**src/rtl/safe_pkg.sv**
```systemverilog
// rtl/safe_pkg.sv - shared types, key priority and width helpers for the safe lock core
package safe_pkg;

    typedef enum logic [1:0] {
        LOCKED    = 2'd0,
        OPEN      = 2'd1,
        SET_ENTRY = 2'd2,
        LOCKOUT   = 2'd3
    } state_e;

    typedef enum logic [2:0] {
        KEY_NONE       = 3'd0,
        KEY_OPEN_CLOSE = 3'd1,
        KEY_CLEAR      = 3'd2,
        KEY_SET        = 3'd3,
        KEY_CONFIRM    = 3'd4,
        KEY_DIGIT      = 3'd5
    } key_e;

    // Only the highest-priority pulse of a cycle is allowed to act.
    function automatic key_e key_select(input logic open_close, input logic clear,
                                        input logic set, input logic confirm,
                                        input logic digit_valid);
        if (open_close)       return KEY_OPEN_CLOSE;
        else if (clear)       return KEY_CLEAR;
        else if (set)         return KEY_SET;
        else if (confirm)     return KEY_CONFIRM;
        else if (digit_valid) return KEY_DIGIT;
        else                  return KEY_NONE;
    endfunction

    // Width of a counter that must reach n inclusive.
    function automatic int count_w(input int n);
        return (n < 1) ? 1 : $clog2(n + 1);
    endfunction

    // Width of a down-counter loaded with n-1.
    function automatic int timer_w(input int n);
        return (n <= 2) ? 1 : $clog2(n);
    endfunction

endpackage

```
**src/rtl/safe_entry_buffer.sv**
```systemverilog
// rtl/safe_entry_buffer.sv - saturating shift-in buffer for entered digits
module safe_entry_buffer
    import safe_pkg::*;
#(
    parameter int DIGITS  = 4,
    parameter int DIGIT_W = 4
) (
    input  logic                        clk,
    input  logic                        rst_n,
    input  logic                        append_en_i,
    input  logic                        clear_i,
    input  logic                        digit_valid_i,
    input  logic [DIGIT_W-1:0]          digit_i,
    output logic [DIGITS*DIGIT_W-1:0]   entry_o,
    output logic [count_w(DIGITS)-1:0]  entry_count_o,
    output logic                        full_o
);

    localparam int W     = DIGITS * DIGIT_W;
    localparam int CNT_W = count_w(DIGITS);

    logic [W-1:0]     entry_q, entry_d;
    logic [CNT_W-1:0] count_q, count_d;
    logic             full;

    assign full = (count_q == CNT_W'(DIGITS));

    always_comb begin
        entry_d = entry_q;
        count_d = count_q;
        if (clear_i) begin
            entry_d = '0;
            count_d = '0;
        end else if (append_en_i && digit_valid_i && !full) begin
            // Truncating the concatenation drops the MS digit and shifts the new one in.
            entry_d = W'({entry_q, digit_i});
            count_d = count_q + 1'b1;
        end
    end

    always_ff @(posedge clk or negedge rst_n) begin
        if (!rst_n) begin
            entry_q <= '0;
            count_q <= '0;
        end else begin
            entry_q <= entry_d;
            count_q <= count_d;
        end
    end

    assign entry_o       = entry_q;
    assign entry_count_o = count_q;
    assign full_o        = full;

endmodule

```
**src/rtl/safe_lock_fsm.sv**
```systemverilog
// rtl/safe_lock_fsm.sv - lock state machine with password, attempt counter and timed lockout
module safe_lock_fsm
    import safe_pkg::*;
#(
    parameter int DIGITS         = 4,
    parameter int DIGIT_W        = 4,
    parameter int MAX_FAIL       = 3,
    parameter int ALARM_CYCLES   = 25_000_000,
    parameter int LOCKOUT_CYCLES = 500_000_000
) (
    input  logic                          clk,
    input  logic                          rst_n,
    input  logic                          key_open_close,
    input  logic                          key_set,
    input  logic                          key_clear,
    input  logic                          key_confirm,
    input  logic                          digit_valid,
    input  logic [DIGIT_W-1:0]            digit,
    output logic [DIGITS*DIGIT_W-1:0]     entry,
    output logic [count_w(DIGITS)-1:0]    entry_count,
    output logic                          opened,
    output logic                          show_entry,
    output logic                          alarm,
    output logic                          locked_out,
    output logic [count_w(MAX_FAIL)-1:0]  fail_count,
    output logic                          set_err
);

    localparam int W       = DIGITS * DIGIT_W;
    localparam int FAIL_W  = count_w(MAX_FAIL);
    localparam int ALARM_W = timer_w(ALARM_CYCLES);
    localparam int LOCK_W  = timer_w(LOCKOUT_CYCLES);

    state_e              state_q, state_d;
    logic [W-1:0]        pass_q, pass_d;
    logic [FAIL_W-1:0]   fail_q, fail_d, fail_inc;
    logic [ALARM_W-1:0]  atim_q, atim_d;
    logic [LOCK_W-1:0]   ltim_q, ltim_d;
    logic                alarm_q, alarm_d;
    logic                set_err_q, set_err_d;
    logic                opened_q, opened_d;
    logic                show_q, show_d;
    logic                lockout_q, lockout_d;
    logic                buf_clear, buf_append, buf_full;
    key_e                key;

    safe_entry_buffer #(.DIGITS(DIGITS), .DIGIT_W(DIGIT_W)) u_entry (
        .clk           (clk),
        .rst_n         (rst_n),
        .append_en_i   (buf_append),
        .clear_i       (buf_clear),
        .digit_valid_i (digit_valid),
        .digit_i       (digit),
        .entry_o       (entry),
        .entry_count_o (entry_count),
        .full_o        (buf_full)
    );

    assign key      = key_select(key_open_close, key_clear, key_set, key_confirm, digit_valid);
    assign fail_inc = fail_q + 1'b1;

    always_ff @(posedge clk or negedge rst_n) begin
        if (!rst_n) begin
            state_q   <= LOCKED;
            pass_q    <= '0;
            fail_q    <= '0;
            atim_q    <= '0;
            ltim_q    <= '0;
            alarm_q   <= 1'b0;
            set_err_q <= 1'b0;
            opened_q  <= 1'b0;
            show_q    <= 1'b0;
            lockout_q <= 1'b0;
        end else begin
            state_q   <= state_d;
            pass_q    <= pass_d;
            fail_q    <= fail_d;
            atim_q    <= atim_d;
            ltim_q    <= ltim_d;
            alarm_q   <= alarm_d;
            set_err_q <= set_err_d;
            opened_q  <= opened_d;
            show_q    <= show_d;
            lockout_q <= lockout_d;
        end
    end

    always_comb begin
        state_d    = state_q;
        pass_d     = pass_q;
        fail_d     = fail_q;
        atim_d     = atim_q;
        ltim_d     = ltim_q;
        alarm_d    = alarm_q;
        set_err_d  = 1'b0;
        buf_clear  = 1'b0;
        buf_append = 1'b0;

        // Single-failure alarm pulse counts down from ALARM_CYCLES-1 to 0.
        if (alarm_q && state_q != LOCKOUT) begin
            if (atim_q == '0) alarm_d = 1'b0;
            else              atim_d  = atim_q - 1'b1;
        end

        unique case (state_q)
            LOCKED: begin
                unique case (key)
                    KEY_OPEN_CLOSE: begin
                        buf_clear = 1'b1;
                        if (buf_full && entry == pass_q) begin
                            state_d = OPEN;
                            fail_d  = '0;
                            alarm_d = 1'b0;
                            atim_d  = '0;
                        end else if (fail_inc == FAIL_W'(MAX_FAIL)) begin
                            state_d = LOCKOUT;
                            fail_d  = fail_inc;
                            ltim_d  = LOCK_W'(LOCKOUT_CYCLES - 1);
                            alarm_d = 1'b1;
                            atim_d  = '0;
                        end else begin
                            fail_d  = fail_inc;
                            alarm_d = 1'b1;
                            atim_d  = ALARM_W'(ALARM_CYCLES - 1);
                        end
                    end
                    KEY_CLEAR: buf_clear  = 1'b1;
                    KEY_DIGIT: buf_append = 1'b1;
                    default: ;
                endcase
            end
            LOCKOUT: begin
                if (ltim_q == '0) begin
                    state_d   = LOCKED;
                    fail_d    = '0;
                    alarm_d   = 1'b0;
                    buf_clear = 1'b1;
                end else begin
                    ltim_d = ltim_q - 1'b1;
                end
            end
            OPEN: begin
                unique case (key)
                    KEY_OPEN_CLOSE: begin state_d = LOCKED; buf_clear = 1'b1; end
                    KEY_CLEAR:      begin pass_d = '0; buf_clear = 1'b1; end
                    KEY_SET:        begin state_d = SET_ENTRY; buf_clear = 1'b1; end
                    default: ;
                endcase
            end
            SET_ENTRY: begin
                unique case (key)
                    KEY_OPEN_CLOSE: begin state_d = LOCKED; buf_clear = 1'b1; end
                    KEY_CLEAR:      buf_clear = 1'b1;
                    KEY_CONFIRM: begin
                        if (buf_full) begin
                            pass_d    = entry;
                            state_d   = OPEN;
                            buf_clear = 1'b1;
                        end else begin
                            set_err_d = 1'b1;
                        end
                    end
                    KEY_DIGIT: buf_append = 1'b1;
                    default: ;
                endcase
            end
            default: state_d = LOCKED;
        endcase
    end

    always_comb begin
        opened_d  = (state_d == OPEN) || (state_d == SET_ENTRY);
        show_d    = (state_d == SET_ENTRY);
        lockout_d = (state_d == LOCKOUT);
    end

    assign opened     = opened_q;
    assign show_entry = show_q;
    assign alarm      = alarm_q;
    assign locked_out = lockout_q;
    assign fail_count = fail_q;
    assign set_err    = set_err_q;

endmodule

```
**config.mk**
```make
export PLATFORM = sky130hd
export DESIGN_NAME = safe_lock_fsm
export DESIGN_NICKNAME = d
export VERILOG_FILES = /design/src/rtl/safe_pkg.sv /design/src/rtl/safe_entry_buffer.sv /design/src/rtl/safe_lock_fsm.sv
export SDC_FILE = /design/constraint.sdc
export NUM_CORES = 1
export LEC_CHECK = 0
export CAP_MARGIN = 20
export CORE_AREA = 2 2 125 103
export DETAILED_ROUTE_END_ITERATION = 12
export DIE_AREA = 0 0 127 105
export PLACE_DENSITY = 0.65
export REMOVE_ABC_BUFFERS = 1
export SYNTH_ARGS = -nofsm -noshare
export SYNTH_HDL_FRONTEND = slang
export SYNTH_HIERARCHICAL = 1
export SYNTH_SLANG_ARGS = --single-unit
```
**constraint.sdc**
```tcl
create_clock -name clk -period 3.79 [get_ports clk]
set_clock_uncertainty 0.1 [all_clocks]
set_input_delay 0.9475 -clock clk [delete_from_list [all_inputs] [get_ports clk]]
set_output_delay 0.9475 -clock clk [all_outputs]
set_load 0.05 [all_outputs]
```
======== Yosys cells after proc, flatten, opt, wreduce, memory -nomap -nowiden ========
Cells that the tools add are included.
storage, ports and cells
  register bits after elaboration ......... 98
  output and inout bits ................... 26
  word-level logic and storage cells ...... 110
operators by class
  add/subtract/negate cells ............... 4
  eq/ne operators ......................... 23
  mux-type cells .......................... 53
  reduce and logical (&&, ||, !) cells .... 18
operators with widths
  operator                 count
  $mux W25                 6
  $mux W29                 4
  $mux W16                 5
  $pmux W29 S2             1
  $pmux W16 S2             1
  $logic_not A29 Y1        1
  $sub A29 B1 Y29 const B  1
  $logic_not A25 Y1        1
  $sub A25 B1 Y25 const B  1
  $mux W3                  7
  $ne A2 B2 Y1 const B     9
  $eq A16 B16 Y1           1
  $mux W2                  8
  $mux W1                  14
  $pmux W2 S2              3
  $eq A2 B2 Y1 const B     5
  $eq A3 B3 Y1 const B     3
  $pmux W2 S4              1
  $eq A3 B2 Y1 const B     2
  $reduce_bool A2 Y1       3
  $reduce_and A5 Y1        1
  $eq A2 B1 Y1 const B     2
  $logic_and A1 B1 Y1      4
  $pmux W1 S2              2
  11 further kinds         12

======== Logic depth before layout (Yosys ltp) ========
Gate-level depths: netlist of run 1.
  word-level depth ........................ 12
  depth in mapped cells ................... 12
  gate-level depth less buffers ........... 11

======== By module ========
Netlist of run 1, hierarchy kept.
by module, submodules not included
  module             times used  cells each  area an instance (um^2)  seq. area each (um^2)
  safe_lock_fsm      1           490         4461.8                   1976.9
  safe_entry_buffer  1           80          893.4                    475.5

======== Worst setup path before layout of run 1 ========
No wires, ideal clock.
  kind .................................... input to register
  from .................................... in key_open_close
  to ...................................... reg u_entry.entry_q[10], in the netlist u_entry/entry_o[10]
  setup time .............................. 0.079 ns
  arrival ................................. 2.674 ns
  data required time ...................... 3.611 ns
  slack ................................... 0.936 ns
  stages on the path ...................... 7
  cells stage by stage .................... clkbuf_1 or3_1 nor4b_1 nand2_2 nor2_2 buf_6 mux2i_1
on the way
  longest elaborated chain between the ends .. 7
  elaborated cells between the ends (all ways) .. 18
  those cells by class .................... 5 x eq/ne; 8 x mux; 5 x reduce/logical
RTL lines
  what                                 line                                        source
  start: declaration                   safe_lock_fsm.sv:13                         input logic key_open_close,
  $mux W3                              safe_pkg.sv:24                              if (open_close) return KEY_OPEN_CLOSE;
  $eq A3 B3 Y1                         safe_lock_fsm.sv:107, safe_lock_fsm.sv:151
  $mux W1                              safe_lock_fsm.sv:107, safe_lock_fsm.sv:151
  $mux W1                              -
  net buf_append                       safe_lock_fsm.sv:44                         logic buf_clear, buf_append, buf_full;
  $logic_and A1 B1 Y1 (2 in series)    safe_entry_buffer.sv:34                     end else if (append_en_i && digit_valid_i && !full) begin
  $reduce_bool A2 Y1 (no source line)  -
  end signal: assignment               safe_entry_buffer.sv:46                     entry_q <= entry_d;
  end: declaration                     safe_entry_buffer.sv:22                     logic [W-1:0] entry_q, entry_d;
The timed path passes the listed nets, and every way through them passes these cells.
A chain may end at the register's enable or synchronous reset.

======== Final worst setup path of run 1 ========
  from .................................... reg ltim_q[0]
  to ...................................... reg u_entry.entry_q[13], in the netlist u_entry/entry_o[13]
on the way
  longest elaborated chain between the ends .. 4
  elaborated cells between the ends (all ways) .. 5
  those cells by class .................... 3 x mux; 2 x reduce/logical
RTL lines
  what                                            line                  source
  start: declaration                              safe_lock_fsm.sv:38   logic [LOCK_W-1:0] ltim_q, ltim_d;
  start signal: assignment                        safe_lock_fsm.sv:79   ltim_q <= ltim_d;
  $logic_not A29 Y1 (*)                           safe_lock_fsm.sv:133  if (ltim_q == '0) begin
  $mux W1 (*)                                     safe_lock_fsm.sv:133
  $pmux W1 S4 (*)                                 safe_lock_fsm.sv:105  unique case (state_q)
  net buf_clear                                   safe_lock_fsm.sv:44
  $mux W16 or $reduce_bool A2 Y1 (tied branches)  -
Mark *: on every way through the listed nets, which the timed path passes. The rest lies on a longest branch.

==> summary.md, run 1 <==
| Metric | Value |
|---|---|
| Hold buffer count at cts | `0` |
| Vias | `4,383` |
| Total GRT Usage | `0.192` |
| Clock root cell | `clkbuf_16` |
| Drt total wl | `12,300 um` |
| Residual DRC | `0` |
| Max FO, Critical Path | `23` |
| # setup viols final | `0` |
| H-tree lvl count | `3` |
| Die width | `127 um` |
| Port bufs | `36` |
| Cell family with most CP delay | `simple AND/OR/NAND/NOR gates` |
| Post-Syn Area | `5360 um^2` |
| Most frequent cell after synthesis | `dfrtp_1` |
| Placed inst area | `5910 um^2` |
| Core ar. | `12,000 um^2` |
| Worst Path Arrival | `3.14 ns` |
| Crit path largest cell delay | `0.68 ns` |
| Worst path buffer plus inverter count | `2` |
| Synth cell types | `66` |
| Pin count of the biggest net entering global routing | `52` |
| DP Worst Slack | `0.391 ns` |
| Worst Tran Pin Value | `0.642 ns` |
| Worst IR Drop VDD | `0.317 mV` |
| First-pass GRT wire length | `20,600 um` |
| Static Leak | `2.48 nW` |
| Worst Setup EP | `u_entry/entry_o[13]$_DFFE_PN0P_` |
| Status | `finished, final reports clean` |
| Critical path depth | `11` |
| Seq cells post-synth | `98` |
| CTS Buffer Depth | `2` |
| Synth Instances | `570` |
| Number of diodes | `0` |
| DR WL/cell | `16.2 um` |
| Starting Density | `0.447` |
| Post-synth ARST share | `1.00` |
| Fmax achieved | `0.330 GHz` |
| Pre-Repair DR Iteration Count | `4` |
| Top cells by area, synth | `dfrtp_1 46%, o21ai_0 5.5%, xnor2_1 4.6%, nand3_1 3.5%, mux2i_1 3.0%` |
| Min cycle time layout | `3.03 ns` |
| GRT overflow | `0` |
| Kind of path behind the tightest hold check | `register to register` |
| Post-CTS Resized | `0` |
| Post-synthesis average cell area | `9.39 um^2` |
| Power Density | `636 nW/um^2` |
| RePlAce Congestion | `0.860` |
| Skew-Pair Late Insertion Delay | `0.35 ns` |
| Top FF cell, synth | `dfrtp_1` |
| Die area | `13,300 um^2` |
| Nets | `628` |
| EDFF count, synth | `0` |
| I/O pin cnt | `37` |
| Clock buffer count from CTS | `9` |
| Critical path startpoint category | `register` |
| Final worst path period share | `0.800` |
| DP Cell Count | `747` |
| Finished Layout Cells | `762` |
| Chip height | `105 um` |
| Layout cell share with drive strength beyond 1 | `0.0820` |
| Antenna violations before repair | `0` |
| Final ANT Viol Nets | `0` |
| Slowest CP cell | `or4b_1` |
| Req. time, crit path | `3.90 ns` |
| Post-CTS Setup Bufs | `0` |
| Crit-path cells | `inv_1, ha_1, or4b_1, nor3b_4, nor4b_4, nor2_1, o22ai_1, buf_4, nor2b_1, o21ai_0, o21ai_0` |
| Post-route cell area | `6220 um^2` |
| PnR worst setup slack | `0.759 ns` |
| DP Wirelength | `8430 um` |
| Synthesis Warnings | `6` |
| Finished Core Util | `0.519` |
| Worst Setup SP | `ltim_q[0]$_DFFE_PN0P_` |
| Vias per cell | `5.75` |
| CTS tree | `yes` |
| # clock sinks | `98` |
| RR Startpoint | `ltim_q[0]$_DFFE_PN0P_` |
| R2r endpoint | `u_entry/entry_o[13]$_DFFE_PN0P_` |
| Synth area leader | `dfrtp_1` |
| Reg2reg setup slack | `0.76 ns` |
| Max-slew violation count | `0` |
| Post-synthesis sequential area ratio | `0.458` |
| Setup_tns | `0 ns` |
| Vias in the first global route | `4,290` |
| Crit-path most repeated cell | `o21ai_0` |
| Final hold vios | `0` |
| Reg2Reg Depth | `11` |
| Num rows | `36` |
| Max-cap viol count | `0` |
| Max-Slew Margin vs Limit | `0.572` |
| Worst-path clk slew | `0.07 ns` |
| RSZ-0062 raised after global routing | `false` |
| Setup CP Type | `register to register` |
| Layout area overhead | `16.2%` |
| Post-synth top cells | `98 x dfrtp_1, 59 x o21ai_0, 37 x nand3_1, 35 x nor2_1, 33 x inv_1` |
| Critical Path Sink Type | `register` |
| DR iter-0 viols | `244` |
| Top cell type's share of synthesized area | `0.458` |
[worst reg2reg max path, cell delays in order, from the launching register on]
cell and delay [ns]:
dfrtp_1 0.40, inv_1 0.11, ha_1 0.19, or4b_1 0.68, nor3b_4 0.36, nor4b_4 0.30, nor2_1 0.07, o22ai_1 0.14
buf_4 0.25, nor2b_1 0.07, o21ai_0 0.11, o21ai_0 0.12
[state kept, by name, indices dropped and copies added (netlist names)]
signal and cells:
show_entry 1, u_entry/entry_count_o 3, fail_count 2, locked_out 1, opened 1, set_err 1
state_q 2, ltim_q 29, alarm 1, atim_q 25, u_entry/entry_o 16, pass_q 16
[where the power goes]
group / internal, mW / total [mW] / leakage (nW) / switching [mW]
registers: 1.31 / 1.60 / 1.24 / 0.292
clock network: 0.571 / 0.965 / 0.147 / 0.394
logic: 0.540 / 1.39 / 1.10 / 0.850
total: 2.42 / 3.96 / 2.48 / 1.54
[cell usage in the layout, fill, tap and decap left out, drive strengths merged, types with 9 or more instances in the layout]
| cell type | n |
|---|---|
| a21oi | 25 |
| and3 | 9 |
| buf | 14 |
| clkbuf | 9 |
| clkdlybuf4s50 | 35 |
| dfrtp | 98 |
| ha | 10 |
| inv | 34 |
| mux2i | 16 |
| nand2 | 29 |
| nand2b | 16 |
| nand3 | 37 |
| nor2 | 36 |
| nor3 | 22 |
| nor4 | 17 |
| o21ai | 62 |
| or3 | 9 |
| or4 | 10 |
| xnor2 | 28 |
| xor2 | 11 |
[layout make-up]
| type | count | area, um^2 |
|---|---|---|
| fill | 1113 | 5760 |
| multi-input combinational | 414 | 2670 |
| sequential | 98 | 2450 |
| timing repair buffer | 49 | 468 |
| clock buffer | 9 | 225 |
| tap | 152 | 190 |
| inverter | 35 | 131 |
| clock inverter | 5 | 81.3 |
[through the flow]
stage	hold WS (ns)	power, mW
3_3_place_gp	0.406	2.94
6_report	0.448	3.96
2_1_floorplan	0.389	2.53
5_1_grt	0.483	4.24
4_1_cts	0.454	3.97
3_5_place_dp	0.435	2.99
[worst min path at each step]
stage	from	endpoint	slack, ns	depth (start not counted)
2_1_floorplan	ltim_q[14]$_DFFE_PN0P_	ltim_q[14]$_DFFE_PN0P_	0.39	2
3_3_place_gp	ltim_q[14]$_DFFE_PN0P_	ltim_q[14]$_DFFE_PN0P_	0.41	2
3_5_place_dp	atim_q[7]$_DFF_PN0_	atim_q[7]$_DFF_PN0_	0.43	2
4_1_cts	atim_q[1]$_DFF_PN0_	atim_q[1]$_DFF_PN0_	0.45	2
5_1_grt	ltim_q[14]$_DFFE_PN0P_	ltim_q[14]$_DFFE_PN0P_	0.48	2
6_report	atim_q[7]$_DFF_PN0_	atim_q[7]$_DFF_PN0_	0.45	2
[kinds of logic after synthesis]
| group | after synthesis | synth area share |
|---|---|---|
| AO/OA/AOI/OAI | 118 | 0.128 |
| multiplexers | 16 | 0.0299 |
| AND/OR/NAND/NOR | 231 | 0.254 |
| buffers and inverters | 58 | 0.0437 |
| XOR/XNOR | 39 | 0.0638 |
| adder cells (fa/ha/maj) | 10 | 0.0234 |
| flip-flops | 98 | 0.458 |
[per-layer routing]
| metal | part of all wire | track usage |
|---|---|---|
| met1 | 0.48 | 0.264 |
| met2 | 0.47 | 0.300 |
| met3 | 0.036 | 0.0466 |
| met4 | 0.017 | 0.0565 |
| met5 | 0 | 0 |
(Power assumes the default switching activity.)
==> run 2, diff against run 1 <==
--- a/config.mk
+++ b/config.mk
@@ -9,7 +9,7 @@
 export CORE_AREA = 2 2 125 103
 export DETAILED_ROUTE_END_ITERATION = 12
 export DIE_AREA = 0 0 127 105
-export PLACE_DENSITY = 0.65
+export PLACE_DENSITY = 0.67
 export REMOVE_ABC_BUFFERS = 1
 export SYNTH_ARGS = -nofsm -noshare
 export SYNTH_HDL_FRONTEND = slang
==> constraint.sdc (replaced) <==
create_clock -name clk -period 2.6 [get_ports clk]
set_clock_uncertainty 0.1 [all_clocks]
set_input_delay 0.65 -clock clk [delete_from_list [all_inputs] [get_ports clk]]
set_output_delay 0.65 -clock clk [all_outputs]
set_load 0.05 [all_outputs]
==> run 2 against run 1 <==
- global-route usage up 1.3 points
- via count up 5.1%
- combinational power up 86%
- critical endpoint is now u_entry/entry_o[7]$_DFFE_PN0P_
- die area unchanged
- sequential share of layout area down 3.7 points
- highest routed layer unchanged
- final area up 10%
- cell count up 7.6%
==> summary.md, run 2 (synthesis results as in run 1) <==
| Metric | Value |
|---|---|
| Vias per cell | `5.62 (-2.3%)` |
| Footprint of the multi-input gates | `2830 um^2 (+5.7%)` |
| Die width | `127 um (unchanged)` |
| Commonest non-fill, non-tap cell in the layout | `dfrtp_1` |
| Vias in the first global route | `4,613 (+7.5%)` |
| Critical path startpoint category | `register` |
| DR iter-0 viols | `300 (+23%)` |
| Max FO, Critical Path | `10 (-57%)` |
| DP Wirelength | `9110 um (+8.1%)` |
| Final hold vios | `0 (unchanged)` |
| Final Power | `6.28 mW (+59%)` |
| Most frequent cells in the layout | `98 x dfrtp_1, 61 x buf_4, 55 x o21ai_0` |
| Drt total wl | `13,300 um (+8.2%)` |
| M1 GR Usage | `0.276 (+0.0117)` |
| GRT Max-Usage Layer | `met2` |
| Fmax achieved | `0.388 GHz (+18%)` |
| # clock sinks | `98 (unchanged)` |
| CTS Buffer Depth | `2 (unchanged)` |
| Reg area | `2450 um^2 (unchanged)` |
| I/O pin cnt | `37 (unchanged)` |
| RePlAce Congestion | `0.850 (-1.2%)` |
| Pre-Repair DR Iteration Count | `5 (+1)` |
| Number of diodes | `0 (unchanged)` |
| Nets | `685 (+9.1%)` |
| Antenna violations before repair | `0 (unchanged)` |
| Residual DRC | `0 (unchanged)` |
| Worst Path Arrival | `2.71 ns (-0.43 ns)` |
| H-tree lvl count | `3 (unchanged)` |
| DP Cell Count | `796 (+6.6%)` |
| Critical Path Sink Type | `register` |
| Clock root cell | `clkbuf_16` |
| Setup_tns | `0 ns (unchanged)` |
| Worst path buffer plus inverter count | `3 (+1)` |
| Placed inst area | `6320 um^2 (+7.1%)` |
| Hold WS | `0.257 ns (-0.190 ns)` |
| Static Leak | `2.83 nW (+14%)` |
| Pin count of the biggest net entering global routing | `52 (unchanged)` |
| Met3 Usage GRT | `0.0492 (+0.00256)` |
| DR WL/cell | `16.3 um (+0.57%)` |
| DP Worst Slack | `-0.252 ns (-0.643 ns)` |
| Kind of path behind the tightest hold check | `input port to asynchronous set/reset pin` |
| Clock buffer count from CTS | `9 (unchanged)` |
| Crit-path cells | `inv_2, ha_4, or4b_4, nor3b_4, nor4b_4, nor2_1, o22ai_2, buf_6, buf_8, nand2b_4, mux2i_1` |
| First-pass GRT wire length | `22,200 um (+7.5%)` |
| Chip height | `105 um (unchanged)` |
| Port bufs | `36 (unchanged)` |
| Largest register by flop count | `ltim_q` |
| Status | `finished, final reports clean` |
| Vias | `4,607 (+5.1%)` |
| Skew-Pair Late Insertion Delay | `0.35 ns (about the same)` |
| Layout cell share with drive strength beyond 1 | `0.196 (+0.114)` |
| Worst IR Drop VDD | `0.479 mV (+51%)` |
| Setup CP Type | `register to register` |
| Post-route cell area | `6870 um^2 (+10%)` |
| GRT met2 Usage | `0.333 (+0.0334)` |
| Total GRT Usage | `0.205 (+0.0131)` |
| Max-Slew Margin vs Limit | `0.527 (-0.0452)` |
| PnR worst setup slack | `0.0216 ns (-0.737 ns)` |
| Final ANT Viol Nets | `0 (unchanged)` |
| Starting Density | `0.447 (unchanged)` |
| Worst-path clk slew | `0.07 ns (about the same)` |
| Min cycle time layout | `2.58 ns (-0.453 ns)` |
| # setup viols final | `0 (unchanged)` |
| Fillcell total | `1,036 (-6.9%)` |
| Max-cap viol count | `0 (unchanged)` |
| Max-slew violation count | `0 (unchanged)` |
| Worst Tran Pin Value | `0.710 ns (+0.0677 ns)` |
| Die area | `13,300 um^2 (unchanged)` |
| Final worst path period share | `0.992 (+0.192)` |
| Num rows | `36 (unchanged)` |
| GRT overflow | `0 (unchanged)` |
| Power Density | `914 nW/um^2 (+44%)` |
| Layout area overhead | `28.2%` |
| CTS tree | `yes` |
| Largest register FFs | `29 (unchanged)` |
| Finished Core Util | `0.573 (+0.0540)` |
| Finished Layout Cells | `820 (+7.6%)` |
| Req. time, crit path | `2.73 ns (-1.17 ns)` |
| Largest regs | `ltim_q x29, atim_q x25` |
| Core ar. | `12,000 um^2 (unchanged)` |
| Cell family with most CP delay | `simple AND/OR/NAND/NOR gates` |
| Crit path largest cell delay | `0.48 ns (-0.20 ns)` |
| RSZ-0062 raised after global routing | `true` |
| Slowest CP cell | `or4b_4` |
run 2: power breakdown:
group | internal (mW) | switching (mW)
sequential | 1.91 | 0.405
clock | 0.774 | 0.602
combinational | 1.16 | 1.43
run 2: routing by layer:
layer  wire, um  vias to the layer above
met4        174                        0
li1           -                     2230
met2       6390                      102
met1       6210                     2258
met5          0                        -
met3        569                       17
run 2: final timing paths:
kind / start / to / slack (ns) / depth (start not counted)
min: rst_n / ltim_q[21]$_DFFE_PN0P_ / 0.26 / 1
min in group clk: pass_q[0]$_DFFE_PN0P_ / pass_q[0]$_DFFE_PN0P_ / 0.46 / 2
min reg2reg: pass_q[0]$_DFFE_PN0P_ / pass_q[0]$_DFFE_PN0P_ / 0.46 / 2
max in group asynchronous: rst_n / atim_q[0]$_DFF_PN0_ / 1.53 / 2
max: ltim_q[0]$_DFFE_PN0P_ / u_entry/entry_o[7]$_DFFE_PN0P_ / 0.02 / 11
max reg2reg: ltim_q[0]$_DFFE_PN0P_ / u_entry/entry_o[7]$_DFFE_PN0P_ / 0.02 / 11
run 2: worst register-to-register path, delay by kind of cell, from the launching register on:
| kind | cells | cell delay (ns) |
|---|---|---|
| AOI/OAI and AO/OA | 1 | 0.20 |
| muxes | 1 | 0.08 |
| buffers and inverters | 3 | 0.35 |
| adders and majority gates | 1 | 0.13 |
| and+or+nand+nor | 5 | 1.21 |
| DFF | 1 | 0.39 |
run 2: repair_timing:
| item | CTS | global route |
|---|---|---|
| pin swaps | 0 | 6 |
| resized for setup | 4 | 37 |
| gates cloned | 0 | 2 |
| hold buffers | 0 | 0 |
| hold endpoints to repair | 0 | 0 |
| endpoints found under the setup margin | 5 | 26 |
| buffers inserted | 0 | 7 |
run 2: final cells by class:
type,count,area share
well taps,152,0.0277
clock inverters,5,0.00893
multi-input cells,414,0.411
repair buffers,106,0.141
flip-flops and latches,98,0.357
clock buffers,10,0.0348
inverters,35,0.0191
==> run 3, diff against run 2 <==
--- a/config.mk
+++ b/config.mk
@@ -11,6 +11,7 @@
 export DIE_AREA = 0 0 127 105
 export PLACE_DENSITY = 0.67
 export REMOVE_ABC_BUFFERS = 1
+export SLEW_MARGIN = 15
 export SYNTH_ARGS = -nofsm -noshare
 export SYNTH_HDL_FRONTEND = slang
 export SYNTH_HIERARCHICAL = 1
==> results of run 3 <==
The final DEF is identical to that of run 2; final timing and power are the same.
